--- src/rtl/serial_adder_pkg.sv ---
// Shared types and constants for the bit-serial adder.
package serial_adder_pkg;

  localparam int DEFAULT_WIDTH = 8;

  typedef enum logic [1:0] {
    IDLE  = 2'd0,
    SHIFT = 2'd1,
    DONE  = 2'd2
  } state_t;

endpackage

--- src/rtl/full_adder_using_half_adders.sv ---
// One-bit full adder made of two half-adder stages plus a carry OR.
module full_adder_using_half_adders (
  input  logic a,
  input  logic b,
  input  logic cin,
  output logic sum,
  output logic cout
);

  logic hs1;
  logic hc1;
  logic hc2;

  assign hs1  = a ^ b;
  assign hc1  = a & b;
  assign sum  = hs1 ^ cin;
  assign hc2  = hs1 & cin;
  assign cout = hc1 | hc2;

endmodule

--- src/rtl/serial_adder.sv ---
// Bit-serial adder: one full-adder slice and a carry FF, one bit per clock.
// Define SERIAL_ADDER_OVF_EN to add the signed-overflow output ovf.
//
// state | meaning
// IDLE  | waiting for an operand pair, in_ready=1
// SHIFT | adding one bit per cycle, LSB first
// DONE  | result held on sum/cout until the sink takes it
module serial_adder
  import serial_adder_pkg::*;
#(
  parameter int WIDTH = DEFAULT_WIDTH
) (
  input  logic             clk,
  input  logic             rst,
  input  logic             in_valid,
  output logic             in_ready,
  input  logic [WIDTH-1:0] a,
  input  logic [WIDTH-1:0] b,
  input  logic             cin,
  output logic             out_valid,
  input  logic             out_ready,
  output logic [WIDTH-1:0] sum,
`ifdef SERIAL_ADDER_OVF_EN
  output logic             cout,
  output logic             ovf
`else
  output logic             cout
`endif
);

  localparam int CNT_W = $clog2(WIDTH);
  localparam logic [CNT_W-1:0] CNT_LAST = CNT_W'(WIDTH - 1);

  state_t state_q;
  state_t state_d;

  logic [WIDTH-1:0] a_sh;
  logic [WIDTH-1:0] b_sh;
  logic [WIDTH-1:0] sum_sh;
  logic [CNT_W-1:0] cnt_q;
  logic             carry_q;
  logic             slice_sum;
  logic             slice_cout;
  logic             last_bit;

  assign last_bit = (cnt_q == CNT_LAST);

  full_adder_using_half_adders u_slice (
    .a    (a_sh[0]),
    .b    (b_sh[0]),
    .cin  (carry_q),
    .sum  (slice_sum),
    .cout (slice_cout)
  );

  always_ff @(posedge clk or posedge rst) begin
    if (rst) state_q <= IDLE;
    else     state_q <= state_d;
  end

  always_comb begin
    state_d = state_q;
    case (state_q)
      IDLE:    if (in_valid) state_d = SHIFT;
      SHIFT:   if (last_bit) state_d = DONE;
      DONE:    if (out_ready) state_d = IDLE;
      default: state_d = IDLE;
    endcase
  end

  always_comb begin
    in_ready  = (state_q == IDLE);
    out_valid = (state_q == DONE);
    sum       = sum_sh;
    cout      = carry_q;
  end

  // Sum bits enter at the MSB end so that after WIDTH shifts bit 0 sits at sum_sh[0].
  always_ff @(posedge clk or posedge rst) begin
    if (rst) begin
      a_sh    <= '0;
      b_sh    <= '0;
      sum_sh  <= '0;
      cnt_q   <= '0;
      carry_q <= 1'b0;
    end else begin
      case (state_q)
        IDLE: begin
          if (in_valid) begin
            a_sh    <= a;
            b_sh    <= b;
            carry_q <= cin;
            cnt_q   <= '0;
          end
        end
        SHIFT: begin
          sum_sh  <= {slice_sum, sum_sh[WIDTH-1:1]};
          carry_q <= slice_cout;
          a_sh    <= {1'b0, a_sh[WIDTH-1:1]};
          b_sh    <= {1'b0, b_sh[WIDTH-1:1]};
          cnt_q   <= cnt_q + CNT_W'(1);
        end
        default: ;
      endcase
    end
  end

`ifdef SERIAL_ADDER_OVF_EN
  logic msb_carry_q;

  // On the last SHIFT cycle carry_q is the carry into the MSB slice.
  always_ff @(posedge clk or posedge rst) begin
    if (rst)                               msb_carry_q <= 1'b0;
    else if (state_q == SHIFT && last_bit) msb_carry_q <= carry_q;
  end

  assign ovf = msb_carry_q ^ carry_q;
`endif

endmodule

--- config.mk ---
export PLATFORM = sky130hd
export DESIGN_NAME = serial_adder
export DESIGN_NICKNAME = d
export VERILOG_FILES = /design/src/rtl/serial_adder_pkg.sv /design/src/rtl/full_adder_using_half_adders.sv /design/src/rtl/serial_adder.sv
export SDC_FILE = /design/constraint.sdc
export NUM_CORES = 1
export LEC_CHECK = 0
export CAP_MARGIN = 5
export CORE_ASPECT_RATIO = 1.1
export CORE_UTILIZATION = 30
export CTS_CLUSTER_SIZE = 8
export DETAILED_ROUTE_END_ITERATION = 7
export GPL_TIMING_DRIVEN = 0
export PLACE_DENSITY = 0.53
export SKIP_LAST_GASP = 1
export SLEW_MARGIN = 20
export SYNTH_ARGS = -nofsm -noshare
export SYNTH_HDL_FRONTEND = slang
export SYNTH_SLANG_ARGS = --single-unit
--- constraint.sdc ---
create_clock -name clk -period 1.74 [get_ports clk]
set_input_delay 0.348 -clock clk [delete_from_list [all_inputs] [get_ports clk]]
set_output_delay 0.348 -clock clk [all_outputs]
set_load 0.1 [all_outputs]
==> impl_metrics.tcl, run 1 <==
set metrics [dict create \
    setup_tns_ns 0 \
    cp.arrival_ns 1.29 \
    crit_type "flip-flop to output pin" \
    clock_latency_ns 0.28 \
    synthTopCellsByArea "dfrtp_1 51%, mux2_2 6.2%, nor4b_1 5.4%" \
    tightest_slew_ns 0.622 \
    cts_buffer_depth 2 \
    cpPeakStageDelay_ns 0.43 \
    core_um2 4650 \
    drt_iter0_markers 47 \
    synth_nets 143 \
    use_met2_pct 22.2 \
    die_w_um 68.5 \
    rsz0062_at_grt "no" \
    root_buffer "clkbuf_8" \
    initial_core_util_pct 31.4 \
    min_period_ns 1.64 \
    ys_seq_area_share_pct 51.4 \
    cap_viol_max_count 0 \
    cp_num_cells 3 \
    n_fill_cell 446 \
    critPathCaptureType "output pin" \
    num_rows 26 \
    path_buf_inv 2 \
    pre_cts_ws_ns -0.487 \
    ys_ff_latch 30 \
    grt.total_usage_pct 13.8 \
    antenna_found_initial 0 \
    ys_warn_count 0 \
    firstDrtPassIters 4 \
    met1_usage_pct 17.5 \
    syn_area_um2 1460 \
    syn_area_per_cell_um2 12.3 \
    area_growth_pct 34.9 \
    vias 1060 \
    grt_max_degree 31 \
    boundaryPins 32 \
    fp.dieArea_um2 5150 \
    final_cell_area_um2 1970 \
    max_freq_mhz 609 \
    path_common_cell "buf_6" \
    ff2ff_path_depth 3 \
    hold_path_class "input port to async pin" \
    numPortBuffers 31 \
    wl_per_cell_um 14.5 \
    grt_pass1_wl_um 5100 \
    cts_buffers 5 \
    dieHeight_um 75.2 \
    dp_hpwl_um 2180 \
    cp_cell_sequence "buf_6 -> nor2_2 -> buf_6" \
    slew_headroom_pct 58.5 \
    synth.distinct_cells 26 \
    postCtsSetupRepairBufs 0 \
    drt-total-wl_um 3110 \
    fin_ws_ns 0.0985 \
    grt_pass1_vias 1091 \
    grt_use_met3_pct 4.70 \
    cts.sinks 30 \
    synth_top_area_share_pct 51.4 \
    yosysTopAreaCell "dfrtp_1" \
    nets 181 \
    cts_tree "yes" \
    cpMaxStageDelayCell "dfrtp_1" \
    critPathMaxFanout 10 \
    grt-ovfl-total 0 \
    final_hold_viol_count 0 \
    setup_viol 0 \
    report.final.slew_viol_count 0 \
    crit_path_start_kind "flip-flop" \
    top_usage_layer "met2" \
    hold_buffers 0 \
    htree_levels 2 \
    drtAntennaViolNets 0 \
    place_area_um2 1850 \
    finClkSkew_ns 0.00355 \
    synthCells 119 \
    antenna_cells 0 \
    status "completed" \
    p_leak_uw 0.000830 \
    power_density_nw_per_um2 2110 \
    clkTransAtPathRegs_ns 0.06 \
    post_drt_via_cell_ratio 4.95 \
    gp_congestion 0.711 \
    drive_gt1_share_pct 31.0 \
    cp.required_ns 1.39 \
    drc_errors 0 \
    critical-path-top-delay-family "flip-flops" \
    vdd_drop_max_uv 800 \
    fin_crit_sh_pct 94.3 \
]
[timing repair]
item,CTS,global route
cloned,0,0
setup endpoints to repair,11,2
pin swaps,0,0
resized for setup,38,4
hold endpoints to repair,0,0
[worst paths after layout]
kind	slack, ns	from	endpoint
max in group asynchronous	0.82	rst	cout
hold reg to reg	0.49	cnt_q[0]	cnt_q[0]
setup reg to reg	0.34	state_q[1]	cout
hold / removal	0.47	rst	a_sh[5]
min in group clk	0.49	cnt_q[0]	cnt_q[0]
setup / recovery	0.1	state_q[1]	in_ready
[power by group]
part / total [uW] / internal (uW) / leakage (uW) / switching, uW
Clock: 657 / 399 / 0.0000575 / 258
Combinational: 2240 / 798 / 0.000423 / 1440
Sequential: 1260 / 1040 / 0.000350 / 220
Total: 4160 / 2240 / 0.000830 / 1920
[flip-flops by register name, summed over array words and instances (netlist names)]
name	flops
a_sh	8
b_sh	8
sum	8
cnt_q	3
state_q	2
cout	1
[stage by stage]
step                hold slack (ns)  utilization (%)  instances  total power [uW]
floorplan                     0.439                -        119              3020
global placement              0.466             39.7        206              3510
detailed placement            0.486             39.7        206              3560
CTS                           0.497             42.2        214              4190
global route                  0.511             42.4        214              4430
finish                        0.469             42.4        214              4160
[routing by layer]
layer / vias to the layer above / routed length (um)
met1: 500 / 1420
li1: 523 / -
met5: - / 0
met2: 32 / 1460
met3: 5 / 183
met4: 0 / 42
[cell families (layout without fill, tap and decap cells)]
kind of cell / count (synthesis) / after routing / share of synthesized area (%)
AOI/OAI and AO/OA: 23 / 23 / 14.6
buffers and inverters: 22 / 61 / 7.36
DFF: 30 / 30 / 51.4
adders and majority gates: 3 / 3 / 3.08
muxes: 9 / 9 / 6.85
and+or+nand+nor: 32 / 32 / 16.7
[area by class of cell]
type | instances | area, um^2 | area share [%]
inverter | 11 | 41.3 | 2.09
clock buffer | 8 | 110 | 5.58
sequential | 30 | 752 | 38.1
multi-input combinational | 67 | 608 | 30.8
timing repair buffer | 31 | 324 | 16.4
buffer | 11 | 66.3 | 3.36
tap | 56 | 70.1 | 3.55
[synth_stat cells]
library cell,instances
a211oi_1,6
a21oi_1,1
a221o_1,1
a221oi_1,2
a221oi_2,1
a22o_1,3
a32o_1,1
and2_1,1
buf_2,8
buf_6,2
clkbuf_1,1
dfrtp_1,30
fa_1,1
ha_1,2
inv_1,11
mux2_2,8
mux2i_1,1
nand2b_1,3
nor2_1,4
nor2b_1,2
nor3b_1,7
nor4b_1,9
o21ba_2,1
o21bai_1,1
o221a_2,6
or4b_1,6
[placed cells by master, fill, tap and decap left out, types with 2 or more instances in the layout]
cell	count
ha_1	2
a22o_1	3
nor3b_1	7
nor2_1	3
o221a_2	6
inv_1	10
clkbuf_8	8
nand2b_1	3
a211oi_1	6
mux2_2	8
clkdlybuf4s15_2	9
dfrtp_1	29
or4b_1	6
a221oi_1	2
buf_6	4
buf_2	8
nor4b_1	9
clkdlybuf4s50_1	20
Note: power is estimated with default switching activity, not from simulation.
==> run 2, diff against run 1 <==
Settings changed: CORE_MARGIN set to 1.5.
==> run 2 against run 1 <==
Against the previous run:
- clock power decreased by 21%
- sequential share of layout area grew 0.66 points
- power is 3.5% lower
- core utilization fell by 0.73 points
- design area fell by 1.7%
- clock-buffer cell count is the same
- critical endpoint unchanged
- hold slack improved by 0.0045 ns
==> impl_metrics.tcl, run 2 (synthesized netlist as in run 1, its figures left out) <==
set metrics [dict create \
    drt_iter0_markers 86 \
    crit_path_start_kind "flip-flop" \
    numPortBuffers 31 \
    tightest_slew_ns 0.625 \
    n_fill_cell 437 \
    final_common_cell "dfrtp_1" \
    root_buffer "clkbuf_8" \
    hold_path_class "input port to async pin" \
    boundaryPins 32 \
    setup_viol 0 \
    drtAntennaViolNets 0 \
    cts_tree "yes" \
    clock_latency_ns 0.28 \
    grt_max_degree 31 \
    grt.total_usage_pct 12.8 \
    crit_type "flip-flop to output pin" \
    dp.cells 206 \
    layoutNonFillerInstCount 214 \
    core_um2 4650 \
    gp_congestion 0.694 \
    cpMaxStageDelayCell "dfrtp_1" \
    cts_buffers 5 \
    fin_crit_sh_pct 96.7 \
    p_leak_uw 0.000811 \
    seqPwrFrac_pct 31.4 \
    area_growth_pct 32.6 \
    critPathMaxFanout 10 \
    hold_buffers 0 \
    cts_buffer_depth 2 \
    grt-ovfl-total 0 \
    cpPeakStageDelay_ns 0.43 \
    firstDrtPassIters 4 \
    final_cell_mix "29 x dfrtp_1, 20 x clkdlybuf4s50_1, 10 x inv_1" \
    cts.sinks 30 \
    p_int_uw 2110 \
    critical-path-top-delay-family "buffers and inverters" \
    grt_pass1_wl_um 5430 \
    min_period_ns 1.68 \
    status "completed" \
    vdd_drop_max_uv 790 \
    dp_hpwl_um 2240 \
    die_w_um 69.5 \
    place_area_um2 1850 \
    rsz0062_at_grt "yes" \
    slew_headroom_pct 58.3 \
    drt-total-wl_um 3110 \
    initial_core_util_pct 31.4 \
    cp_cell_sequence "buf_6 -> nor2_2 -> buf_4" \
    htree_levels 2 \
    vias 1086 \
    path_buf_inv 2 \
    antenna_cells 0 \
    fp.dieArea_um2 5300 \
    report.final.slew_viol_count 0 \
    power_density_nw_per_um2 2070 \
    p_comb_share_pct 55.7 \
    share_clk_of_total_power_pct 13.0 \
    final_hold_viol_count 0 \
    post_drt_via_cell_ratio 5.07 \
    max_freq_mhz 594 \
    power.switching_uw 1900 \
    dieHeight_um 76.2 \
    multiInputGateArea_um2 608 \
    seqCellArea_um2 752 \
    drive_gt1_share_pct 29.1 \
    swShare_pct 47.3 \
    final_cell_area_um2 1940 \
    grt_pass1_vias 1145 \
    wl_per_cell_um 14.6 \
    cp.arrival_ns 1.33 \
    antenna_found_initial 0 \
    cap_viol_max_count 0 \
    critPathCaptureType "output pin" \
    drc_errors 0 \
    nets 181 \
    cp.required_ns 1.39 \
    finClkSkew_ns 0.00573 \
    clkTransAtPathRegs_ns 0.06 \
    num_rows 26 \
]
-- run 2: changes by cell type in the layout (fill, tap and decap cells not counted) --
cell      previous run  this run
clkbuf_8             8         5
buf_4                0         1
clkbuf_1             1         4
buf_6                4         3
-- run 2: layout make-up --
class / count / share of cell area, %
sequential: 30 / 38.8
multi-input combinational: 67 / 31.4
timing repair buffer: 31 / 16.5
clock buffer: 8 / 4.13
tap: 56 / 3.62
buffer: 11 / 3.42
inverter: 11 / 2.13
-- run 2: stage by stage --
step / setup TNS [ns] / total power (uW) / util [%] / hold slack, ns / setup slack [ns]
finish: 0 / 4010 / 41.7 / 0.473 / 0.0576
global route: -0.00792 / 4280 / 41.7 / 0.514 / -0.00792
CTS: -0.0814 / 4050 / 41.5 / 0.497 / -0.0814
detailed placement: -1.97 / 3570 / 39.7 / 0.486 / -0.489
global placement: -1.87 / 3510 / 39.7 / 0.484 / -0.481
floorplan: 0 / 3020 / - / 0.439 / 0.0227
-- run 2: worst paths after layout --
| kind | startpoint | to | slack, ns | depth (start not counted) |
|---|---|---|---|---|
| setup / recovery | state_q[0] | in_ready | 0.06 | 3 |
| hold / removal | rst | sum[3] | 0.47 | 2 |
| min in group clk | b_sh[7] | b_sh[7] | 0.50 | 1 |
| max in group asynchronous | rst | cout | 0.83 | 2 |
| setup reg to reg | state_q[0] | cout | 0.35 | 3 |
| hold reg to reg | b_sh[7] | b_sh[7] | 0.50 | 1 |
-- run 2: power by group through the flow --
stage	Sequential (uW)	Clock (uW)	Combinational, uW
floorplan	1980	0	1040
detailed placement	1280	0	2290
finish	1260	520	2230
global placement	1260	0	2250
CTS	1270	536	2250
global route	1310	578	2390
-- run 2: worst register-to-register path, delay by kind of cell (launching register included) --
kind	cells	cell delay, ns
simple gates	1	0.54
flops	1	0.43
buf+inv	1	0.17
compound gates	1	0.14
-- run 2: timing repair --
| item | 4_1_cts | 5_1_grt |
|---|---|---|
| setup endpoints to repair | 11 | 2 |
| setup buffers | 0 | 0 |
| endpoints found under the hold margin | 0 | 0 |
| gates resized for setup | 38 | 3 |
-- run 2: routing by layer --
metal | global-route usage, % | vias to the layer above | wire length [um]
met3 | 4.37 | 5 | 177
li1 | - | 518 | -
met4 | 3.53 | 0 | 39
met2 | 20.6 | 31 | 1470
met5 | 0 | - | 0
met1 | 16.3 | 532 | 1430
